**src/rtl/wx_read_seq.sv**
```systemverilog
// wx_read_seq: streams bit pairs from weight/input memories and reports XNOR popcount and sign.
module wx_read_seq #(
  parameter int W_ADDR_LEN = 20,
  parameter int X_ADDR_LEN = 10,
  parameter int SEL_LEN    = 2
) (
  input  logic                  clk,
  input  logic                  rst,
  input  logic                  start,
  input  logic [X_ADDR_LEN-1:0] len,
  input  logic [W_ADDR_LEN-1:0] w_base,
  input  logic [SEL_LEN-1:0]    w_sel_in,
  input  logic [SEL_LEN-1:0]    x_sel_in,
  input  logic                  w_data,
  input  logic                  x_data,
  output logic [W_ADDR_LEN-1:0] w_addr,
  output logic [SEL_LEN-1:0]    w_sel,
  output logic [X_ADDR_LEN-1:0] x_addr,
  output logic [SEL_LEN-1:0]    x_sel,
  output logic                  w_wq,
  output logic                  x_wq,
  output logic                  busy,
  output logic                  done,
  output logic [X_ADDR_LEN:0]   popcount,
  output logic                  sign_out
);
  typedef enum logic [1:0] {IDLE, READ, LAST, DONE} state_t;
  state_t                  state_q, state_d;
  logic [X_ADDR_LEN-1:0]   k_q, k_d, len_q, len_d;
  logic [W_ADDR_LEN-1:0]   w_base_q, w_base_d;
  logic [SEL_LEN-1:0]      w_sel_q, w_sel_d, x_sel_q, x_sel_d;
  logic [X_ADDR_LEN:0]     acc_q, acc_d, acc_inc;
  logic                    sign_q, sign_d, addr_on;
  assign acc_inc = acc_q + {{X_ADDR_LEN{1'b0}}, ~(w_data ^ x_data)};
  always_ff @(posedge clk or posedge rst) begin
    if (rst) begin
      state_q  <= IDLE;
      k_q      <= '0;
      len_q    <= '0;
      w_base_q <= '0;
      w_sel_q  <= '0;
      x_sel_q  <= '0;
      acc_q    <= '0;
      sign_q   <= 1'b0;
    end else begin
      state_q  <= state_d;
      k_q      <= k_d;
      len_q    <= len_d;
      w_base_q <= w_base_d;
      w_sel_q  <= w_sel_d;
      x_sel_q  <= x_sel_d;
      acc_q    <= acc_d;
      sign_q   <= sign_d;
    end
  end
  always_comb begin
    state_d  = state_q;
    k_d      = k_q;
    len_d    = len_q;
    w_base_d = w_base_q;
    w_sel_d  = w_sel_q;
    x_sel_d  = x_sel_q;
    acc_d    = acc_q;
    sign_d   = sign_q;
    case (state_q)
      IDLE: if (start) begin
        state_d  = (len == '0) ? DONE : READ;
        k_d      = '0;
        len_d    = len;
        w_base_d = w_base;
        w_sel_d  = w_sel_in;
        x_sel_d  = x_sel_in;
        acc_d    = '0;
        sign_d   = (len == '0);
      end
      READ: begin
        // data returning now belongs to address k-1, so nothing to add on k=0
        acc_d   = (k_q != '0) ? acc_inc : acc_q;
        state_d = (k_q == len_q - X_ADDR_LEN'(1)) ? LAST : READ;
        k_d     = (k_q == len_q - X_ADDR_LEN'(1)) ? k_q : k_q + X_ADDR_LEN'(1);
      end
      LAST: begin
        acc_d   = acc_inc;
        sign_d  = {acc_inc, 1'b0} >= {2'b00, len_q};
        state_d = DONE;
      end
      DONE: state_d = IDLE;
    endcase
  end
  always_comb begin
    busy     = state_q != IDLE;
    done     = state_q == DONE;
    addr_on  = (state_q == READ) || (state_q == LAST);
    w_addr   = addr_on ? w_base_q + W_ADDR_LEN'(k_q) : '0;
    x_addr   = addr_on ? k_q : '0;
    w_sel    = busy ? w_sel_q : '0;
    x_sel    = busy ? x_sel_q : '0;
    w_wq     = 1'b0;
    x_wq     = 1'b0;
    popcount = acc_q;
    sign_out = sign_q;
  end
endmodule
```
**config.mk**
```make
export PLATFORM = sky130hd
export DESIGN_NAME = wx_read_seq
export DESIGN_NICKNAME = d
export VERILOG_FILES = /design/src/rtl/wx_read_seq.sv
export SDC_FILE = /design/constraint.sdc
export NUM_CORES = 1
export LEC_CHECK = 0
export BUFFER_PORTS_ARGS = -buffer_cell sky130_fd_sc_hd__buf_2
export CORE_MARGIN = 2
export CORE_UTILIZATION = 30
export CTS_BUF_LIST = sky130_fd_sc_hd__clkbuf_4 sky130_fd_sc_hd__clkbuf_8
export DETAILED_ROUTE_END_ITERATION = 12
export RECOVER_POWER = 25
export SETUP_SLACK_MARGIN = 0.2
export SYNTH_ARGS = -nofsm -noshare
export SYNTH_HDL_FRONTEND = slang
export SYNTH_SLANG_ARGS = --single-unit
```
**constraint.sdc**
```tcl
create_clock -name clk -period 4 [get_ports clk]
set_clock_uncertainty 0.1 [all_clocks]
set_input_delay 0.4 -clock clk [delete_from_list [all_inputs] [get_ports clk]]
set_output_delay 0.4 -clock clk [all_outputs]
set_load 0.01 [all_outputs]
```
# After elaboration in Yosys (flattened, before gate mapping)
# Index checks and enable logic that the tools add are counted.
[op_classes]
n_lt_le_gt_ge = 1
n_reduce_logical = 12
eq_ne = 7
addsub = 4
n_mux = 16
bitwise_logic = 2
[ops]
columns = ["operator", "count"]
rows = [
  ["11-bit one-hot mux with 3 select lines", 1],
  ["10-bit two-way mux", 3],
  ["11-bit two-way mux", 2],
  ["20-bit by 10-bit adder with 20-bit output", 1],
  ["20-bit two-way mux", 1],
  ["10-bit one-hot mux with 2 select lines", 1],
  ["12-bit by 10-bit greater-or-equal comparator with 1-bit output", 1],
  ["11-bit by 1-bit adder with 11-bit output", 1],
  ["10-bit by 1-bit adder with 10-bit output (second input constant)", 1],
  ["10-bit equality test", 1],
  ["10-bit zero test", 1],
  ["2-bit two-way mux", 5],
  ["10-bit nonzero test", 1],
  ["10-bit by 1-bit subtractor with 10-bit output (second input constant)", 1],
  ["2-bit one-hot mux with 4 select lines", 1],
  ["2-bit inequality test (second input constant)", 3],
  ["3-bit AND reduction", 2],
  ["2-bit nonzero test", 3],
  ["2-bit equality test (second input constant)", 2],
  ["2-bit AND reduction", 2],
  ["3-bit nonzero test", 1],
  ["2-bit by 1-bit equality test with 1-bit output (second input constant)", 1],
  ["2-bit zero test", 1],
  ["1-bit one-hot mux with 2 select lines", 1],
  ["other kinds (4)", 4],
]
[totals]
regBits = 58
inputBits = 39
elab_cells = 50

# Logic depth before layout (Yosys ltp)
# Gate-level depths: netlist of run 1.
[logic_depth]
ltp_word = 5
depth_mapped = 12

# Least setup slack after synthesis of run 1
# No wires, ideal clock.
[synth_timing]
kind = "flip-flop to flip-flop"
from = "reg len_q[0]"
to = "reg k_q[5]"
setup_time_ns = 0.120
slack_ns = 1.133
synth_period_minus_slack_ns = 2.867
stages_incl_launch_ff = 10
arrival_ns = 2.647
required_ns = 3.780
path_cell_list = "dfrtp_1 buf_6 or4_4 or3_1 a2111oi_2 o2111ai_1 or3b_1 buf_6 buf_8 a41o_2"
[synth_between]
elab_chain_cells = 4
[synth_rtl]
columns = ["element", "line", "text"]
rows = [
  ["from (decl)", "29", "logic [X_ADDR_LEN-1:0] k_q, k_d, len_q, len_d;"],
  ["from (signal assigned)", "48", "len_q <= len_d;"],
  ["10-bit by 1-bit subtractor with 10-bit output", "80", "k_d = (k_q == len_q - X_ADDR_LEN'(1)) ? k_q : k_q + X_ADDR_LEN'(1);"],
  ["10-bit equality test", "80", ""],
  ["2-bit inequality test (no source line)", "n/a", ""],
  ["3-bit AND reduction (no source line)", "n/a", ""],
  ["to (signal assigned)", "47", "k_q <= k_d;"],
  ["to (decl)", "29", ""],
]
# Every way passes these cells.
# A chain may end at the register's enable or synchronous reset.

# Final worst setup path of run 1
[layout_timing]
from = "reg k_q[0]"
to = "out w_addr[16]"
[layout_between]
elab_chain_cells = 2
[layout_rtl]
columns = ["element", "line", "text"]
rows = [
  ["20-bit by 10-bit adder with 20-bit output", "94", "w_addr = addr_on ? w_base_q + W_ADDR_LEN'(k_q) : '0;"],
  ["20-bit two-way mux", "94", ""],
  ["to (decl)", "16", "output logic [W_ADDR_LEN-1:0] w_addr,"],
]
# Every way passes these cells.

==> metrics, run 1 <==
full die area=about 14000 um2; Nets=a little under 600; layout cells sized above 1=about 28%; Rel. slew slack=-28.0%; worst-case reg-to-reg path depth=7; maximum clock insertion buffer count=2; Flop pwr share=30.1%; min Tclk post-route=approximately 3.5 ns; via count=about 3500; setup violators final=0; syn_area_per_cell=around 9.4 um2; max-capacitance violation count=1; Clk Latency, worst-skew pair=roughly 0.35 ns; Yosys reg bits=a little under 60; total leakage power=between 2 and 2.5 nW; drt total wl=approximately 11000 um; sequential cell area=roughly 1500 um2; DP HPWL=between 7000 and 8000 um; post-cts sizing count=0; dpl cell area=between 4000 and 5000 um2; Detailed Routing Iterations Pass 1=5; synth warn=0; largest area contributor in the netlist=dfrtp_1; Row Count=between 40 and 50; clk slew on worst S/H paths=approximately 0.070 ns; initial antenna violation count=0; critical path class=reg -> out; HP Class=in -> reg; combinational power share=approximately 54%; switch share=43.8%; Slew @ Worst Pin=1.92 ns; CP startpoint kind=flip-flop; GP Congestion=approximately 0.84; Final period util=approximately 90%; port buffer count=86; I/O Pins=between 80 and 90; antenna-violating nets left=0; Seq/Total Area, Yosys=between 30% and 40%; sw power=about 1.5 mW; WP data required=~3.5 ns; r2r startpoint=len_q[6]; Synth Instances=433; RSZ-0062 raised after global routing=false; Worst R2R Setup Slack=about 0.83 ns; Setup Fix Bufs, Post-CTS=0; Setup TNS=0 ns; Critical Path AT=about 3.0 ns; clock root buffer=clkbuf_8; Sink Count=58; GRT Total Usage=15.1%; fin worst setup slack=approximately 0.49 ns; worst r2r dst=k_q[8]; largest net degree at the start of global routing=34; total congestion overflow=0; H-Tree Depth=3; drt initial violations=around 190; multi-input logic area=roughly 2400 um2; Core Area=about 13000 um2; top cells by area, synth=dfrtp_1, mux2_2, ha_1; Die X=120 um; FMAX=between 200 and 300 MHz; # fillers=about 1400; top-count cell post-synth=dfrtp_1; CTS tree=yes; crit end category=output port; Layout area overhead=19.2%; vias per inst=5.06; pwr/cell area=between 700 and 800 nW/um2; number of synthesized flops with an enable pin=0; clock power share=between 10% and 20%; Synth Cell Area=roughly 4100 um2; number of remaining DRC errors=0; Ant. Diodes=0; status=complete, but fails checks; Synth cell types=between 50 and 60; Synth async-reset ratio=100%; number of global-route vias before repair=between 3000 and 4000; initial core utilization=between 30 and 40%; final-report hold violation count=0; hold path startpoint=w_base[13]; final instance area=slightly below 5000 um2; number of max-slew violations in the final report=34; Synth top cells by count=dfrtp_1, nand2_1, mux2_2, nor2_1, ha_1; failing checks=capacitance limit, slew limit; Die Ht=between 100 and 150 um; cts hold-fix bufs=0; Hold Path End=w_base_q[13]; Inserted Clock Buffers=9; pre-CTS setup slack=~0.85 ns; Max IR drop VDD=roughly 0.40 mV; ys flop type=dfrtp_1; P_int=between 1.5 and 2 mW; hold path cells=2; first-pass GRT wire length=between 15000 and 20000 um; Crit Path Max Fanout=5; Yosys top cell area share=a little over a third; WL/cell=about 15 um
## sequential cells by signal (all words and copies together), names as in the netlist
name      cells
popcount     11
x_sel_q       2
k_q          10
w_sel_q       2
sign_out      1
w_base_q     20
len_q        10
state_q       2
## cell type report
class,count,area share [%]
clock buffer,13,3.57
clock inverter,2,0.724
inverter,20,1.55
multi-input combinational,338,50.3
sequential,58,30.0
tap,176,4.55
timing repair buffer,89,9.28
## cells by family (layout without fill, tap and decap cells)
family / Yosys count / count (layout) / share of synthesized area, %
flip-flops: 58 / 58 / 35.7
XOR/XNOR: 31 / 31 / 6.69
multiplexers: 41 / 41 / 11.2
buffers and inverters: 38 / 124 / 4.37
AND/OR/NAND/NOR: 152 / 152 / 18.9
AO/OA/AOI/OAI: 83 / 83 / 14.0
other: 1 / 2 / 0.0923
adder cells (fa/ha/maj): 29 / 29 / 9.12
## per-stage QoR
step           std cells  total power, mW  hold WS, ns  util, %
2_1_floorplan        434             2.37        0.371        -
3_3_place_gp         681             2.92        0.384     35.0
3_5_place_dp         681             2.96        0.387     35.0
4_1_cts              696             3.57       0.0144     36.6
5_1_grt              696             3.85        0.163     36.5
6_report             696             3.53        0.176     36.5
## power groups by stage
stage	registers (mW)	logic [mW]	clock network, mW
5_1_grt	1.10	2.13	0.623
3_5_place_dp	1.07	1.90	0
2_1_floorplan	0.968	1.40	0
4_1_cts	1.06	1.91	0.601
6_report	1.06	1.89	0.580
3_3_place_gp	1.06	1.87	0
## cells in the final DEF (no fill, tap or decap), types with 3 or more instances in the layout
cell / n
nand2b_1: 9
mux2_2: 34
a21o_1: 7
and3_1: 13
o211ai_1: 5
nor2_1: 32
o31ai_1: 4
dfrtp_1: 58
a211oi_1: 3
nand4_1: 5
nand2_1: 39
o21ai_0: 24
nor4_1: 6
mux2i_1: 7
or3_1: 3
buf_2: 86
and2_1: 14
nand3_1: 12
a21oi_1: 12
clkbuf_8: 12
nor3_1: 6
a31oi_1: 5
nor2b_1: 5
inv_1: 19
xnor2_1: 18
ha_1: 28
xor2_1: 13
## worst max path at each step
stage | startpoint | to | slack (ns) | cells after the start
after detailed placement | len_q[0] | k_q[8] | 0.85 | 7
after global placement | k_q[0] | w_addr[16] | 0.92 | 10
after global routing | k_q[0] | w_addr[16] | 0.31 | 10
after CTS | k_q[0] | w_addr[16] | 0.46 | 10
final | k_q[0] | w_addr[16] | 0.49 | 10
after floorplan | len_q[0] | k_q[5] | 1.13 | 9
## routing by layer
| metal | track usage, % | share of wire, % | up-vias |
|---|---|---|---|
| li1 | - | - | 1701 |
| met1 | 19.3 | 45 | 1682 |
| met2 | 24.0 | 46 | 126 |
| met3 | 5.42 | 7.8 | 14 |
| met4 | 4.36 | 1.5 | 0 |
| met5 | 0 | 0 | - |
## critical path: stages, from the launching register on
cell	delay, ns
dfrtp_1	0.44
ha_1	0.26
fa_1	0.41
a21o_1	0.17
a21o_1	0.21
a211oi_1	0.36
o31ai_1	0.22
and3_1	0.22
xnor2_1	0.12
nor2_1	0.09
buf_2	0.16
(Power assumes the default switching activity.)
==> run 2, diff against run 1 <==
--- a/config.mk
+++ b/config.mk
@@ -10,6 +10,7 @@
 export CORE_UTILIZATION = 30
 export CTS_BUF_LIST = sky130_fd_sc_hd__clkbuf_4 sky130_fd_sc_hd__clkbuf_8
 export DETAILED_ROUTE_END_ITERATION = 12
+export PLACE_DENSITY_LB_ADDON = 0.05
 export RECOVER_POWER = 25
 export SETUP_SLACK_MARGIN = 0.2
 export SYNTH_ARGS = -nofsm -noshare
==> run 2 against run 1 <==
Setup slack improved by 0.035 ns; first-iteration DRC count fell by 2.1%; die area did not move; cell area fell by 0.23%; largest cell class unchanged; via count fell by 3.8%; worst hold slack got worse by 0.0052 ns; global-route usage rose by 1.2 points; the run still ends with capacitance limit, slew limit left; count of clock-buffer cells in the layout did not move; cell count rose by 0.29%; non-clock buffer count rose by 4; critical path depth did not move.
==> metrics, run 2 (synthesis results as in run 1) <==
layout cells sized above 1=28.5% (+0.27 points); clk slew on worst S/H paths=0.07 ns (about the same); DP HPWL=8140 um (+3.7%); full die area=14500 um2 (unchanged); Final period util=86.9% (-0.88 points); initial core utilization=30.7% (unchanged); crit end category=output port; via count=3388 (-3.8%); pwr/cell area=714 nW/um2 (-2.1%); final-report hold violation count=0 (unchanged); RSZ-0062 raised after global routing=false; Core Area=13200 um2 (unchanged); number of remaining DRC errors=0 (unchanged); WL/cell=16.0 um (+5.1%); Die X=120 um (unchanged); maximum clock insertion buffer count=2 (unchanged); number of global-route vias before repair=3479 (-2.3%); Nets=588 (+0.68%); largest net degree at the start of global routing=41 (+21%); Sink Count=58 (unchanged); Final Util=36.5% (-0.085 points); post-cts sizing count=0 (unchanged); Biggest register=w_base_q; status=complete, but fails checks; CTS tree=yes; clock root buffer=clkbuf_8; total leakage power=2.39 nW (about the same); number of flip-flops in the largest register=20 (unchanged); Setup Fix Bufs, Post-CTS=0 (unchanged); WHS=0.171 ns (-0.00522 ns); CP Cell Sequence=ha_1 -> fa_1 -> a21o_1 -> a21o_1 -> a211oi_1 -> o31ai_1 -> and3_1 -> xnor2_1 -> nor2_1 -> buf_2; critical path class=reg -> out; I/O Pins=89 (unchanged); CP startpoint kind=flip-flop; most common cell after layout, fill and taps aside=buf_2; Tot Pwr=3.45 mW (-2.4%); most frequent cells in the layout=buf_2, dfrtp_1, nand2_1, mux2_2, nor2_1; Detailed Routing Iterations Pass 1=4 (-1); Clk Latency, worst-skew pair=0.35 ns (about the same); total congestion overflow=0 (unchanged); Setup TNS=0 ns (unchanged); Worst R2R Setup Slack=0.82 ns (about the same); Max IR drop VDD=0.286 mV (-29%); first-pass GRT wire length=18300 um (+5.6%); GP Congestion=0.829 (-1.1%); Die Ht=120 um (unchanged); max-capacitance violation count=1 (unchanged); initial antenna violation count=0 (unchanged); antenna-violating nets left=0 (unchanged); Row Count=42 (unchanged); kind of cell adding the most delay to the critical path=compound AO/OA/AOI/OAI gates; vias per inst=4.85 (-4.1%); HP Class=in -> reg; drt total wl=11200 um (+5.4%); cts hold-fix bufs=0 (unchanged); min Tclk post-route=3.47 ns (-0.0350 ns); WP data required=3.50 ns (about the same); Ant. Diodes=0 (unchanged); most common cell type on the critical path=a21o_1; drt initial violations=185 (-2.1%); Critical Path AT=2.97 ns (-0.04 ns); H-Tree Depth=3 (unchanged); CP bufs+invs=1 (unchanged); Inserted Clock Buffers=9 (unchanged); Max stage delay on crit path=0.45 ns (about the same); setup violators final=0 (unchanged); GRT Total Usage=16.3% (+1.2 points); number of max-slew violations in the final report=41 (+21%); Crit Path Max Fanout=5 (unchanged); Rel. slew slack=-10.3% (+18 points); failing checks=capacitance limit, slew limit; Slew @ Worst Pin=1.65 ns (-0.267 ns); CP max stage cell=dfrtp_1; FMAX=288 MHz (+1.0%); Layout area overhead=18.9%; port buffer count=86 (unchanged)
==> run 2: changes by cell type in the layout (fill, tap and decap cells not counted) <==
cell / before / now
clkbuf_4: 1 / 2
clkbuf_8: 12 / 11
bufinv_16: 1 / 0
buf_4: 2 / 6
clkinv_2: 1 / 0
==> run 2: final cells by class <==
class | count | area [um2]
sequential | 58 | 1450
timing repair buffer | 93 | 479
clock buffer | 13 | 166
inverter | 20 | 75.1
fill | 1413 | 8410
multi-input combinational | 338 | 2440
tap | 176 | 220
==> run 2: layer usage <==
layer,part of all wire [%],GRT usage (%),wire (um)
met5,0,0,0
met3,7.0,4.95,779
met2,44,25.1,4950
met4,1.3,5.96,149
met1,48,21.6,5320
==> run 2: worst reg2reg max path, cell delays in order (launching register included) <==
cell       delay, ns
dfrtp_1         0.45
or4_4           0.56
or3_1           0.33
a2111oi_2       0.36
o2111ai_1       0.24
or3b_1          0.67
nand4_1         0.22
mux2i_1         0.18
==> run 2: final timing paths <==
kind / startpoint / endpoint / cells after the start
setup reg to reg: len_q[6] / k_q[6] / 7
max in group asynchronous: rst / len_q[7] / 3
min in group asynchronous: rst / w_base_q[12] / 2
hold / removal: w_base[6] / w_base_q[6] / 2
setup / recovery: k_q[0] / w_addr[16] / 10
hold reg to reg: w_sel_q[1] / w_sel_q[1] / 1
==> run 2: report_power, final <==
part | total, mW | switching (mW) | leakage, nW | internal, mW
Combinational | 1.89 | 1.05 | 1.58 | 0.839
Clock | 0.502 | 0.239 | 0.0883 | 0.263
Sequential | 1.05 | 0.249 | 0.726 | 0.806
Total | 3.45 | 1.54 | 2.39 | 1.91
==> run 2: through the flow <==
| stage | std cells | setup slack, ns | instance area [um2] |
|---|---|---|---|
| after CTS | 698 | 0.462 | 4830 |
| after detailed placement | 685 | 0.831 | 4670 |
| after global placement | 685 | 0.877 | 4670 |
| final | 698 | 0.526 | 4830 |
| after floorplan | 434 | 1.13 | 4070 |
| after global routing | 698 | 0.335 | 4830 |
==> run 3, diff against run 2 <==
--- a/config.mk
+++ b/config.mk
@@ -10,7 +10,7 @@
 export CORE_UTILIZATION = 30
 export CTS_BUF_LIST = sky130_fd_sc_hd__clkbuf_4 sky130_fd_sc_hd__clkbuf_8
 export DETAILED_ROUTE_END_ITERATION = 12
-export PLACE_DENSITY_LB_ADDON = 0.05
+export PLACE_DENSITY = 0.48
 export RECOVER_POWER = 25
 export SETUP_SLACK_MARGIN = 0.2
 export SYNTH_ARGS = -nofsm -noshare
==> constraint.sdc (replaced) <==
create_clock -name clk -period 4.5 [get_ports clk]
set_clock_uncertainty 0.1 [all_clocks]
set_input_delay 0.45 -clock clk [delete_from_list [all_inputs] [get_ports clk]]
set_output_delay 0.45 -clock clk [all_outputs]
set_load 0.01 [all_outputs]
==> run 3 against run 2 <==
The flow still finishes with violations (capacitance limit, slew limit); flip-flop and latch count unchanged; critical path depth did not move; sequential power shrank 10%; worst hold slack gained 0.048 ns; via count rose by 2.5%; sequential share of layout area decreased by 0.070 points; global-route usage down 0.39 points; critical path type unchanged; critical endpoint unchanged; largest cell class unchanged.
==> metrics, run 3 (synthesis results as in run 1) <==
combinational power share=53.4% (-1.5 points); number of max-slew violations in the final report=59 (+44%); H-Tree Depth=3 (unchanged); Setup TNS=0 ns (unchanged); Crit Path Max Fanout=5 (unchanged); worst r2r dst=k_q[6]; full die area=14500 um2 (unchanged); Die X=120 um (unchanged); Ant. Diodes=0 (unchanged); Setup Fix Bufs, Post-CTS=0 (unchanged); number of global-route vias before repair=3569 (+2.6%); switch share=44.1% (-0.55 points); total leakage power=2.39 nW (about the same); status=complete, but fails checks; Worst R2R Setup Slack=1.34 ns (+0.52 ns); Slew @ Worst Pin=3.26 ns (+1.61 ns); antenna-violating nets left=0 (unchanged); Inserted Clock Buffers=9 (unchanged); largest net degree at the start of global routing=59 (+44%); crit end category=output port; port buffer count=86 (unchanged); Rel. slew slack=-117% (-110 points); Tot Pwr=3.15 mW (-8.5%); drt total wl=11100 um (-1.2%); DP HPWL=8010 um (-1.6%); pre-CTS setup slack=1.32 ns (+0.485 ns); sw power=1.39 mW (-9.7%); WL/cell=15.9 um (-0.87%); number of remaining DRC errors=0 (unchanged); first-pass GRT wire length=17800 um (-2.3%); max-capacitance violation count=1 (unchanged); vias per inst=4.99 (+2.8%); Worst Setup SP=k_q[0]; initial core utilization=30.7% (unchanged); Final period util=around four fifths; initial antenna violation count=0 (unchanged); Sink Count=58 (unchanged); clk slew on worst S/H paths=0.07 ns (about the same); CTS tree=yes; Detailed Routing Iterations Pass 1=4 (unchanged); FMAX=~280 MHz; CP startpoint kind=flip-flop; Max IR drop VDD=0.249 mV (-13%); number of flip-flops in the largest register=20 (unchanged); P_int=1.76 mW (-7.6%); HP Class=in -> reg; Nets=584 (-0.68%); min Tclk post-route=3.59 ns; clock root buffer=clkbuf_8; GP Congestion=0.846 (+2.0%); total congestion overflow=0 (unchanged); layout cells sized above 1=28.3% (-0.27 points); worst-case reg-to-reg path depth=7 (unchanged); Core Area=13200 um2 (unchanged); RSZ-0062 raised after global routing=false; setup violators final=0 (unchanged); Die Ht=120 um (unchanged); pwr/cell area=651 nW/um2 (-8.8%); post-cts sizing count=0 (unchanged); clock power share=16.7% (+2.1 points); final-report hold violation count=0 (unchanged); cts hold-fix bufs=0 (unchanged); Flop pwr share=30.0% (-0.6 points); most frequent cells in the layout=buf_2, dfrtp_1, nand2_1, mux2_2, nor2_1; I/O Pins=89 (unchanged); GRT Total Usage=15.9% (-0.39 points); WP data required=3.95 ns (+0.45 ns); most common cell after layout, fill and taps aside=buf_2; r2r startpoint=len_q[6]; Biggest register=w_base_q; drt initial violations=119 (-36%); critical path class=reg -> out; failing checks=capacitance limit, slew limit; Critical Path AT=3.04 ns (+0.07 ns); Layout area overhead=19.2%; capture point of the worst path=w_addr[16]; Row Count=42 (unchanged); Clk Latency, worst-skew pair=0.36 ns (about the same); via count=3472 (+2.5%); maximum clock insertion buffer count=2 (unchanged); fin worst setup slack=0.912 ns (+0.387 ns)
==> run 3: cell type report <==
class / count / area (um2)
clock buffers: 13 / 173
clock inverters: 2 / 35.0
flip-flops and latches: 58 / 1450
repair buffers: 89 / 449
inverters: 20 / 75.1
fillers: 1404 / 8400
multi-input cells: 338 / 2440
well taps: 176 / 220
==> run 3: stage by stage <==
stage / hold WS [ns] / cell area, um2 / util [%] / instances
5_1_grt: 0.208 / 4840 / 36.5 / 696
2_1_floorplan: 0.371 / 4070 / - / 434
3_3_place_gp: 0.379 / 4640 / 35.0 / 681
6_report: 0.219 / 4840 / 36.5 / 696
3_5_place_dp: 0.389 / 4640 / 35.0 / 681
4_1_cts: 0.194 / 4840 / 36.6 / 696
==> run 3: critical path, stage by stage, from the launching register on <==
cell      delay (ns)
dfrtp_1         0.45
ha_1            0.26
fa_1            0.41
a21o_1          0.18
a21o_1          0.21
a211oi_1        0.35
o31ai_1         0.22
and3_1          0.22
xnor2_1         0.12
nor2_1          0.09
buf_2           0.15
==> run 3: worst min path at each step <==
stage / from / end / slack [ns] / cells after the start
global placement: x_sel_q[0] / x_sel_q[0] / 0.38 / 1
global route: x_sel_in[1] / x_sel_q[1] / 0.21 / 2
finish: w_base[19] / w_base_q[19] / 0.22 / 2
CTS: x_sel_in[1] / x_sel_q[1] / 0.19 / 2
detailed placement: w_sel_q[0] / w_sel_q[0] / 0.39 / 1
floorplan: w_sel_q[0] / w_sel_q[0] / 0.37 / 1
==> run 3: power by group through the flow <==
stage,clock network (mW),logic (mW),registers [mW]
2_1_floorplan,0,1.25,0.860
3_3_place_gp,0,1.69,0.944
3_5_place_dp,0,1.70,0.954
4_1_cts,0.546,1.72,0.944
5_1_grt,0.569,1.89,0.980
6_report,0.525,1.68,0.945
==> run 3: layer usage <==
metal	wire, um	track usage (%)	vias up
met1	5180	21.0	1645
met2	4870	24.1	110
li1	-	-	1695
met5	0	0	-
met4	286	7.70	0
met3	718	4.34	22
